===== src/rtl/tetris_pkg.sv =====
// rtl/tetris_pkg.sv - shared board dimensions, piece and FSM types, coordinate helpers
package tetris_pkg;

  localparam int BOARD_W_DEF = 10;
  localparam int BOARD_H_DEF = 20;

  typedef enum logic [2:0] {
    PIECE_I = 3'd0,
    PIECE_O = 3'd1,
    PIECE_T = 3'd2,
    PIECE_S = 3'd3,
    PIECE_Z = 3'd4,
    PIECE_J = 3'd5,
    PIECE_L = 3'd6
  } piece_id_e;

  typedef enum logic [1:0] {
    ST_IDLE  = 2'd0,
    ST_FETCH = 2'd1,
    ST_EVAL  = 2'd2,
    ST_DONE  = 2'd3
  } state_e;

  function automatic logic signed [6:0] sext5(input logic [4:0] v);
    return {{2{v[4]}}, v};
  endfunction

  function automatic logic signed [6:0] sext6(input logic [5:0] v);
    return {v[5], v};
  endfunction

endpackage


===== src/rtl/collision_row_eval.sv =====
// rtl/collision_row_eval.sv - combinational collision test of one piece row against one board row
module collision_row_eval
  import tetris_pkg::*;
#(
  parameter int BOARD_W = BOARD_W_DEF,
  parameter int BOARD_H = BOARD_H_DEF
) (
  input  logic [3:0]         piece_row,
  input  logic signed [6:0]  col0,
  input  logic signed [6:0]  row,
  input  logic [BOARD_W-1:0] board_row,
  output logic               hit
);

  localparam logic signed [6:0] W7 = 7'(BOARD_W);
  localparam logic signed [6:0] H7 = 7'(BOARD_H);

  // piece bit k sits in board column col0 + (3 - k)
  logic signed [6:0] col [4];

  for (genvar k = 0; k < 4; k++) begin : g_col
    assign col[k] = col0 + 7'(3 - k);
  end

  always_comb begin
    hit = 1'b0;
    for (int k = 0; k < 4; k++) begin
      if (piece_row[k]) begin
        if (col[k][6] || (col[k] >= W7) || (row >= H7)) begin
          hit = 1'b1;
        end else if (!row[6]) begin
          for (int c = 0; c < BOARD_W; c++) begin
            if ((col[k] == 7'(c)) && board_row[c]) hit = 1'b1;
          end
        end
      end
    end
  end

endmodule


===== src/rtl/collision_check.sv =====
// rtl/collision_check.sv - row-by-row piece/board collision checker with early exit
module collision_check
  import tetris_pkg::*;
#(
  parameter int BOARD_W = BOARD_W_DEF,
  parameter int BOARD_H = BOARD_H_DEF
) (
  input  logic               clk,
  input  logic               rst_n,
  input  logic               start,
  input  logic [2:0]         piece_id,
  input  logic [1:0]         rotation,
  input  logic [4:0]         pos_x,
  input  logic [5:0]         pos_y,
  output logic [2:0]         rom_piece_id,
  output logic [1:0]         rom_rotation,
  output logic [1:0]         rom_row_index,
  input  logic [3:0]         rom_piece_row,
  output logic [4:0]         board_rd_addr,
  input  logic [BOARD_W-1:0] board_rd_data,
  output logic               busy,
  output logic               done,
  output logic               collide
);

  localparam logic signed [6:0] H7 = 7'(BOARD_H);

  state_e            state_q, state_d;
  logic [1:0]        r_q, r_d;
  logic [2:0]        piece_q, piece_d;
  logic [1:0]        rot_q, rot_d;
  logic [4:0]        px_q, px_d;
  logic [5:0]        py_q, py_d;
  logic [4:0]        addr_q, addr_d;
  logic              busy_q, busy_d;
  logic              done_q, done_d;
  logic              collide_q, collide_d;
  logic signed [6:0] row_cur, row_nxt;
  logic              row_hit;

  // rows above or below the board read address 0; the evaluator ignores that data
  function automatic logic [4:0] addr_of(input logic signed [6:0] row);
    if (!row[6] && (row < H7)) return row[4:0];
    return 5'd0;
  endfunction

  assign row_cur = sext6(py_q) + {5'd0, r_q};
  assign row_nxt = row_cur + 7'd1;

  collision_row_eval #(
    .BOARD_W(BOARD_W),
    .BOARD_H(BOARD_H)
  ) u_row_eval (
    .piece_row(rom_piece_row),
    .col0     (sext5(px_q)),
    .row      (row_cur),
    .board_row(board_rd_data),
    .hit      (row_hit)
  );

  always_comb begin
    state_d   = state_q;
    r_d       = r_q;
    piece_d   = piece_q;
    rot_d     = rot_q;
    px_d      = px_q;
    py_d      = py_q;
    addr_d    = addr_q;
    busy_d    = busy_q;
    done_d    = 1'b0;
    collide_d = collide_q;
    case (state_q)
      ST_IDLE: begin
        if (start) begin
          piece_d   = piece_id;
          rot_d     = rotation;
          px_d      = pos_x;
          py_d      = pos_y;
          r_d       = 2'd0;
          collide_d = 1'b0;
          addr_d    = addr_of(sext6(pos_y));
          busy_d    = 1'b1;
          state_d   = ST_FETCH;
        end
      end
      ST_FETCH: state_d = ST_EVAL;
      ST_EVAL: begin
        if (row_hit || (r_q == 2'd3)) begin
          collide_d = collide_q | row_hit;
          busy_d    = 1'b0;
          done_d    = 1'b1;
          state_d   = ST_DONE;
        end else begin
          r_d     = r_q + 2'd1;
          addr_d  = addr_of(row_nxt);
          state_d = ST_FETCH;
        end
      end
      default: state_d = ST_IDLE;
    endcase
  end

  always_ff @(posedge clk or negedge rst_n) begin
    if (!rst_n) begin
      state_q   <= ST_IDLE;
      r_q       <= 2'd0;
      piece_q   <= 3'd0;
      rot_q     <= 2'd0;
      px_q      <= 5'd0;
      py_q      <= 6'd0;
      addr_q    <= 5'd0;
      busy_q    <= 1'b0;
      done_q    <= 1'b0;
      collide_q <= 1'b0;
    end else begin
      state_q   <= state_d;
      r_q       <= r_d;
      piece_q   <= piece_d;
      rot_q     <= rot_d;
      px_q      <= px_d;
      py_q      <= py_d;
      addr_q    <= addr_d;
      busy_q    <= busy_d;
      done_q    <= done_d;
      collide_q <= collide_d;
    end
  end

  assign rom_piece_id  = piece_q;
  assign rom_rotation  = rot_q;
  assign rom_row_index = r_q;
  assign board_rd_addr = addr_q;
  assign busy          = busy_q;
  assign done          = done_q;
  assign collide       = collide_q;

endmodule


===== config.mk =====
export PLATFORM = sky130hd
export DESIGN_NAME = collision_check
export DESIGN_NICKNAME = d
export VERILOG_FILES = /design/src/rtl/tetris_pkg.sv /design/src/rtl/collision_row_eval.sv /design/src/rtl/collision_check.sv
export SDC_FILE = /design/constraint.sdc
export NUM_CORES = 1
export LEC_CHECK = 0
export CORE_MARGIN = 2
export CORE_UTILIZATION = 45
export DETAILED_ROUTE_END_ITERATION = 8
export DONT_BUFFER_PORTS = 1
export SLEW_MARGIN = 10
export SYNTH_ARGS = -nofsm -noshare
export SYNTH_HDL_FRONTEND = slang
export SYNTH_HIERARCHICAL = 1
export SYNTH_SLANG_ARGS = --single-unit

===== constraint.sdc =====
create_clock -name clk -period 4.8 [get_ports clk]
set_input_delay 0.48 -clock clk [delete_from_list [all_inputs] [get_ports clk]]
set_output_delay 0.48 -clock clk [all_outputs]
set_load 0.02 [all_outputs]

After elaboration in Yosys (flattened, before gate mapping)
Cells that the tools add are included.
{"block": "word_totals", "reg_bits": 28, "inputBits": 33, "output_inout_bits": 15, "wordCells": 207}
{"block": "op_classes", "add_sub_neg": 6, "order_cmp": 7, "n_eq_ne": 42, "n_mux": 79, "bitwise_logic": 1, "n_reduce_logical": 62}
{"cell": "$eq 7x4->1 const B", "count": 12}
{"cell": "$mux 1", "count": 64}
{"cell": "$eq 7x3->1 const B", "count": 6}
{"cell": "$eq 7x5->1 const B", "count": 6}
{"cell": "$logic_and 1x1->1", "count": 42}
{"cell": "$mux 5", "count": 6}
{"cell": "$logic_not 7->1", "count": 4}
{"cell": "$eq 7x2->1 const B", "count": 3}
{"cell": "$ge 7x5->1 const B", "count": 3}
{"cell": "$eq 5x4->1 const B", "count": 4}
{"cell": "$add 5x3->6 const B", "count": 2}
{"cell": "$eq 5x3->1 const B", "count": 2}
{"cell": "$eq 5x5->1 const B", "count": 2}
{"cell": "$pmux 5 s2", "count": 1}
{"cell": "$logic_or 1x1->1", "count": 9}
{"cell": "$mux 2", "count": 4}
{"cell": "$add 6x3->7", "count": 1}
{"cell": "$add 7x1->7 const B", "count": 1}
{"cell": "$ge 7x6->1 const B", "count": 1}
{"cell": "$lt 7x6->1 const B", "count": 1}
{"cell": "$add 5x2->6 const B", "count": 1}
{"cell": "$lt 6x6->1 const B", "count": 1}
{"cell": "$ne 2x2->1 const B", "count": 3}
{"cell": "$pmux 2 s3", "count": 1}
{"cell": "other kinds (13)", "count": 17}

Longest topological paths before layout
{"block": "logic_depth", "depth_word": 61, "depth_mapped": 18, "depth_no_buf": 18}

Cells and area by module
Netlist, hierarchy kept.
{"mod": "collision_check", "n_inst": 1, "cells_each": 130, "area_each_um2": 1421.4, "seq_area_each_um2": 700.7}
{"mod": "collision_row_eval", "n_inst": 1, "cells_each": 110, "area_each_um2": 817.0, "seq_area_each_um2": 0.0}

Least setup slack after synthesis
Ideal clock, no wire load.
{"block": "synth_timing", "path_kind": "register to register", "start": "register r_q[0] (netlist: rom_row_index[0])", "end": "register addr_q[2] (netlist: board_rd_addr[2])", "setup_ns": 0.133, "arrival_time_ns": 3.285, "required_ns": 4.667, "setup_slack_ns": 1.382, "stages_incl_launch_ff": 17, "n_path_buf": 0, "synth_period_minus_slack_ns": 3.418, "cell_sequence": "dfrtp_1 ha_1 inv_1 fa_1 nand3b_1 xor2_1 inv_1 o21ai_1 a21oi_1 a211o_1 a221oi_2 nand4_1 nor2_1 mux2i_1 or2_2 a21oi_1 o31ai_1"}
{"block": "synth_between", "elab_chain_len": 47, "word_cells_on_any_way": 63, "classes_between": "add/sub: 2; order compare: 2; eq/ne: 2; mux: 49; reduce/logical: 8"}
{"item": "start: declaration", "line_no": "collision_check.sv:29", "source": "logic [1:0] r_q, r_d;"}
{"item": "start signal: assignment", "line_no": "collision_check.sv:117", "source": "r_q <= r_d;"}
{"item": "$add 6x3->7 (*)", "line_no": "collision_check.sv:47", "source": "assign row_cur = sext6(py_q) + {5'd0, r_q};"}
{"item": "named net row_cur[4]", "line_no": "collision_check.sv:38", "source": "logic signed [6:0] row_cur, row_nxt;"}
{"item": "$ge 7x6->1 (*)", "line_no": "collision_row_eval.sv:29", "source": "if (col[k][6] || (col[k] >= W7) || (row >= H7)) begin"}
{"item": "$logic_or 1x1->1", "line_no": "collision_row_eval.sv:29"}
{"item": "$mux 1", "line_no": "collision_row_eval.sv:29"}
{"item": "$mux 1", "line_no": "collision_row_eval.sv:28", "source": "if (piece_row[k]) begin"}
{"item": "$mux 1 (10 in series)", "line_no": "collision_row_eval.sv:33", "source": "if ((col[k] == 7'(c)) && board_row[c]) hit = 1'b1;"}
{"item": "$mux 1", "line_no": "collision_row_eval.sv:31", "source": "end else if (!row[6]) begin"}
{"item": "(+15 left out)"}
{"item": "$mux 1 (10 in series)", "line_no": "collision_row_eval.sv:33"}
{"item": "$mux 1", "line_no": "collision_row_eval.sv:31"}
{"item": "$mux 1", "line_no": "collision_row_eval.sv:29"}
{"item": "$mux 1 (*)", "line_no": "collision_row_eval.sv:28"}
{"item": "named net row_hit", "line_no": "collision_check.sv:39", "source": "logic row_hit;"}
{"item": "$logic_or 1x1->1 (*)", "line_no": "collision_check.sv:88", "source": "if (row_hit || (r_q == 2'd3)) begin"}
{"item": "$ne 2x2->1 (no line) (*)"}
{"item": "$reduce_and 3->1 (no line) (*)"}
{"item": "end signal: assignment", "line_no": "collision_check.sv:122", "source": "addr_q <= addr_d;"}
{"item": "end: declaration", "line_no": "collision_check.sv:34", "source": "logic [4:0] addr_q, addr_d;"}
Mark *: on every way through the listed nets, which the timed path passes. The rest lies on a longest branch. The select of a mux whose other input is x is not followed.
A chain may end at the register's enable or synchronous reset.

Worst setup path in the final report
{"block": "layout_timing", "start": "register r_q[0] (netlist: rom_row_index[0])", "end": "register addr_q[3] (netlist: board_rd_addr[3])"}
Same word-level chain as after synthesis.

==> results by group <==
Layout
  – Final #Nets: 286
  – Layout cells sized above 1: 13.6%
  – Inserted Diodes: 0
  – Fill cell count: 471
  – Area grow syn2layout: 4.92%

Yosys
  – Post-Synthesis Cells: between 200 and 250
  – Syn_area_per_cell: between 9 and 10 µm²
  – FF+latch count, synth: 28
  – Number of synthesized flops with an enable pin: 0
  – Sequential element share of the synthesized area: 31.3%
  – Yosys top cell area share: between 30% and 40%
  – Total of warnings raised by yosys: 6
  – Post-synth top flop: dfrtp_1
  – Synth cell types: 53
  – Synth async-reset ratio: 100%
  – Synth Net Count: 289
  – Dominant cell type by area after synthesis: dfrtp_1
  – Synth top area cells: dfrtp_1 (31%), ha_1 (8.4%), mux2_2 (7.0%)
  – Post-synthesis cell area: 2240 µm²

Setup path
  – Slowest CP cell: dfrtp_1
  – Crit-path cells: ha_1 > inv_1 > fa_1 > nand3b_1 > xor2_1 > inv_1 > o21ai_1 > a21oi_1 > a21oi_1 > nand3_1 > a221oi_2 > nand4_1 > nor2_1 > mux2i_1 > nor2_1 > and3_1 > a21oi_1 > o31ai_1
  – Crit. Startpoint: rom_row_index[0]$_DFFE_PN0P_
  – Slowest Stage Delay on Critical Path: roughly 0.53 ns
  – Reg2reg start: rom_row_index[0]$_DFFE_PN0P_
  – Required @ worst endpoint: around 5 ns
  – Critical path arrival: 4.03 ns
  – WP buf/inv: 2
  – Crit start category: register
  – Worst Setup End Kind: register
  – Crit path max-delay family: simple AND/OR/NAND/NOR gates
  – Crit-path max FO: 7
  – Setup Crit Path Kind: register to register
  – Most used cell, CP: a21oi_1

Clock network
  – Clock sink count: 28
  – TritonCTS clock tree: yes
  – Clock latency on the worst-skew pair: 0.27 ns
  – CTS Buf Count: 3
  – CTS clk-pin slew, worst paths: around 0.09 ns
  – Clk buf depth: 2
  – Root buf cell: clkbuf_8
  – Htree depth: 1

Floorplanning
  – Die area: 5550 µm²
  – I/O pins: 48
  – Core Area: 4750 µm²
  – Row count: 25
  – Die extent in x: 74.5 µm
  – Starting Density: ~47%
  – Chip height: about 75 µm

STA
  – Slew margin rel.: 44.3%
  – Max Fclk: 260 MHz
  – Final Critical Period: 3.84 ns
  – Final Cycle Share: 80.1%
  – RSZ-0062 raised after global routing: false
  – Hold Vio Cnt, Final: 0
  – Endpoints failing setup: 0
  – Clock Skews: 0.00375 ns
  – Setup ws final: 0.957 ns
  – Worst slew pin tran: 0.834 ns
  – Fin Setup TNS: 0 ns
  – Slew Viols, Final: 0

Place
  – Port-buffer cells: 0
  – DP Wirelength: 3.83 mm
  – GP Congestion: just over 0.8
  – Place WS: ~0.96 ns

Status
  – Status: finished clean

Drt
  – Drt initial violations: 139
  – Total number of vias: 1,750
  – Post-route DRC violation count: 0
  – Post-Route WL: 4.90 mm
  – Drt via density: ~5.8
  – Drt pass-1 iters: 4
  – Post-route ant nets: 0
  – Drt wl/cell: between 15 and 20 µm

Global route
  – First-pass GRT wire length: 8.18 mm
  – Vias in the first global route: 1,658
  – GRT overflow: 0
  – Total GRT Usage: 18.9%
  – Initial antenna violation count: 0
  – Largest net degree at the start of global routing: 29

Power
  – Worst IR Drop VDD: 0.000305 V
  – Power per cell area: 743 nW/µm²
  – Total power: between 1.5 and 2 mW
  – Leak: 0.962 nW

Worst hold path
  – Worst min path class: input pin to async pin

Run
  – Max-cap violations: 0
==> metal layers <==
layer	global-route usage, %	wire (µm)	vias to the layer above
met5	0	0	-
met4	3.97	22	0
met3	3.79	325	2
met2	28.7	2270	51
met1	28.1	2280	825
li1	-	-	872
==> worst reg2reg max path, delay by kind of cell, from the launching register on <==
| kind | cells | cell delay, ns |
|---|---|---|
| xor+xnor | 1 | 0.27 |
| flops | 1 | 0.53 |
| fa+ha+maj | 2 | 0.72 |
| buf+inv | 2 | 0.18 |
| mux | 1 | 0.12 |
| simple gates | 6 | 1.18 |
| compound gates | 6 | 0.78 |
==> worst paths after layout <==
path / end / slack [ns] / depth (start not counted)
max: board_rd_addr[3]$_DFFE_PN0P_ / 0.96 / 18
min: px_q[3]$_DFFE_PN0P_ / 0.008 / 1
max reg2reg: board_rd_addr[3]$_DFFE_PN0P_ / 0.96 / 18
min reg2reg: state_q[0]$_DFFE_PN0P_ / 0.54 / 1
max in group asynchronous: py_q[5]$_DFFE_PN0P_ / 4.62 / 1
min in group clk: state_q[0]$_DFFE_PN0P_ / 0.33 / 2
==> registers in the layout (all words and copies together) (netlist names) <==
| name | flops |
|---|---|
| done | 1 |
| busy | 1 |
| rom_piece_id | 3 |
| py_q | 6 |
| collide | 1 |
| state_q | 2 |
| rom_rotation | 2 |
| rom_row_index | 2 |
| board_rd_addr | 5 |
| px_q | 5 |
==> cells in the mapped netlist (all sizes together), types with 5 or more instances <==
cell   count
ha        15
xor2       7
nor3       7
a22oi     11
nand3      9
o21ai     13
xnor2     10
nand2     19
a21oi     13
inv       18
nor2      14
dfrtp     28
mux2      14
a31oi      5
buf        9
==> placed cells by master, fill, tap and decap left out, types with 3 or more instances in the layout <==
cell / netlist / routed
nand3b_1: 3 / 3
clkbuf_8: 0 / 3
dfrtp_1: 28 / 28
a21oi_1: 12 / 12
nand2_1: 18 / 18
xor2_1: 5 / 5
inv_1: 17 / 17
nand3_1: 9 / 9
nor3_1: 7 / 7
xnor2_1: 10 / 10
o21ai_1: 4 / 4
o21ai_0: 9 / 9
mux2_2: 14 / 14
nor2_1: 11 / 11
ha_1: 15 / 15
o31ai_1: 4 / 4
nor2_2: 3 / 3
a22oi_1: 11 / 11
and3_1: 3 / 3
a31oi_1: 5 / 5
a22o_1: 4 / 4
==> timing repair <==
item | 4_1_cts | 5_1_grt
hold buffers | 1 | 0
hold endpoints to repair | 28 | 0
buffers inserted | 0 | 0
resized for setup | 0 | 0
==> area by class of cell <==
| cell class | count | area, µm² | share of cell area, % |
|---|---|---|---|
| timing repair buffer | 1 | 20.0 | 0.852 |
| clock buffer | 3 | 41.3 | 1.76 |
| tap | 67 | 83.8 | 3.57 |
| sequential | 28 | 701 | 29.8 |
| multi-input combinational | 185 | 1410 | 59.8 |
| clock inverter | 1 | 30.0 | 1.28 |
| inverter | 18 | 67.6 | 2.88 |
==> power by group <==
| part | internal [mW] | switching (mW) | leakage, nW |
|---|---|---|---|
| Clock | 0.112 | 0.0720 | 0.0357 |
| Sequential | 0.344 | 0.239 | 0.345 |
| Combinational | 0.438 | 0.541 | 0.582 |
| Total | 0.894 | 0.852 | 0.962 |
==> kinds of logic after synthesis <==
family / after synthesis / share of synthesized area (%)
adders and majority gates: 16 / 9.28
xor gates and xnor gates: 17 / 7.32
DFF: 28 / 31.3
muxes: 15 / 7.49
and+or+nand+nor: 64 / 14.8
buffers and inverters: 27 / 5.92
AOI/OAI and AO/OA: 73 / 23.9
==> per-stage QoR <==
step	instances	area, µm²	hold slack (ns)	util [%]
2_1_floorplan	240	2240	0.184	-
3_3_place_gp	298	2260	0.186	47.5
3_5_place_dp	298	2260	0.186	47.5
4_1_cts	303	2350	0.0116	49.4
5_1_grt	303	2350	0.0100	49.4
6_report	303	2350	0.00828	49.4
Note: power is estimated with default switching activity, not from simulation.
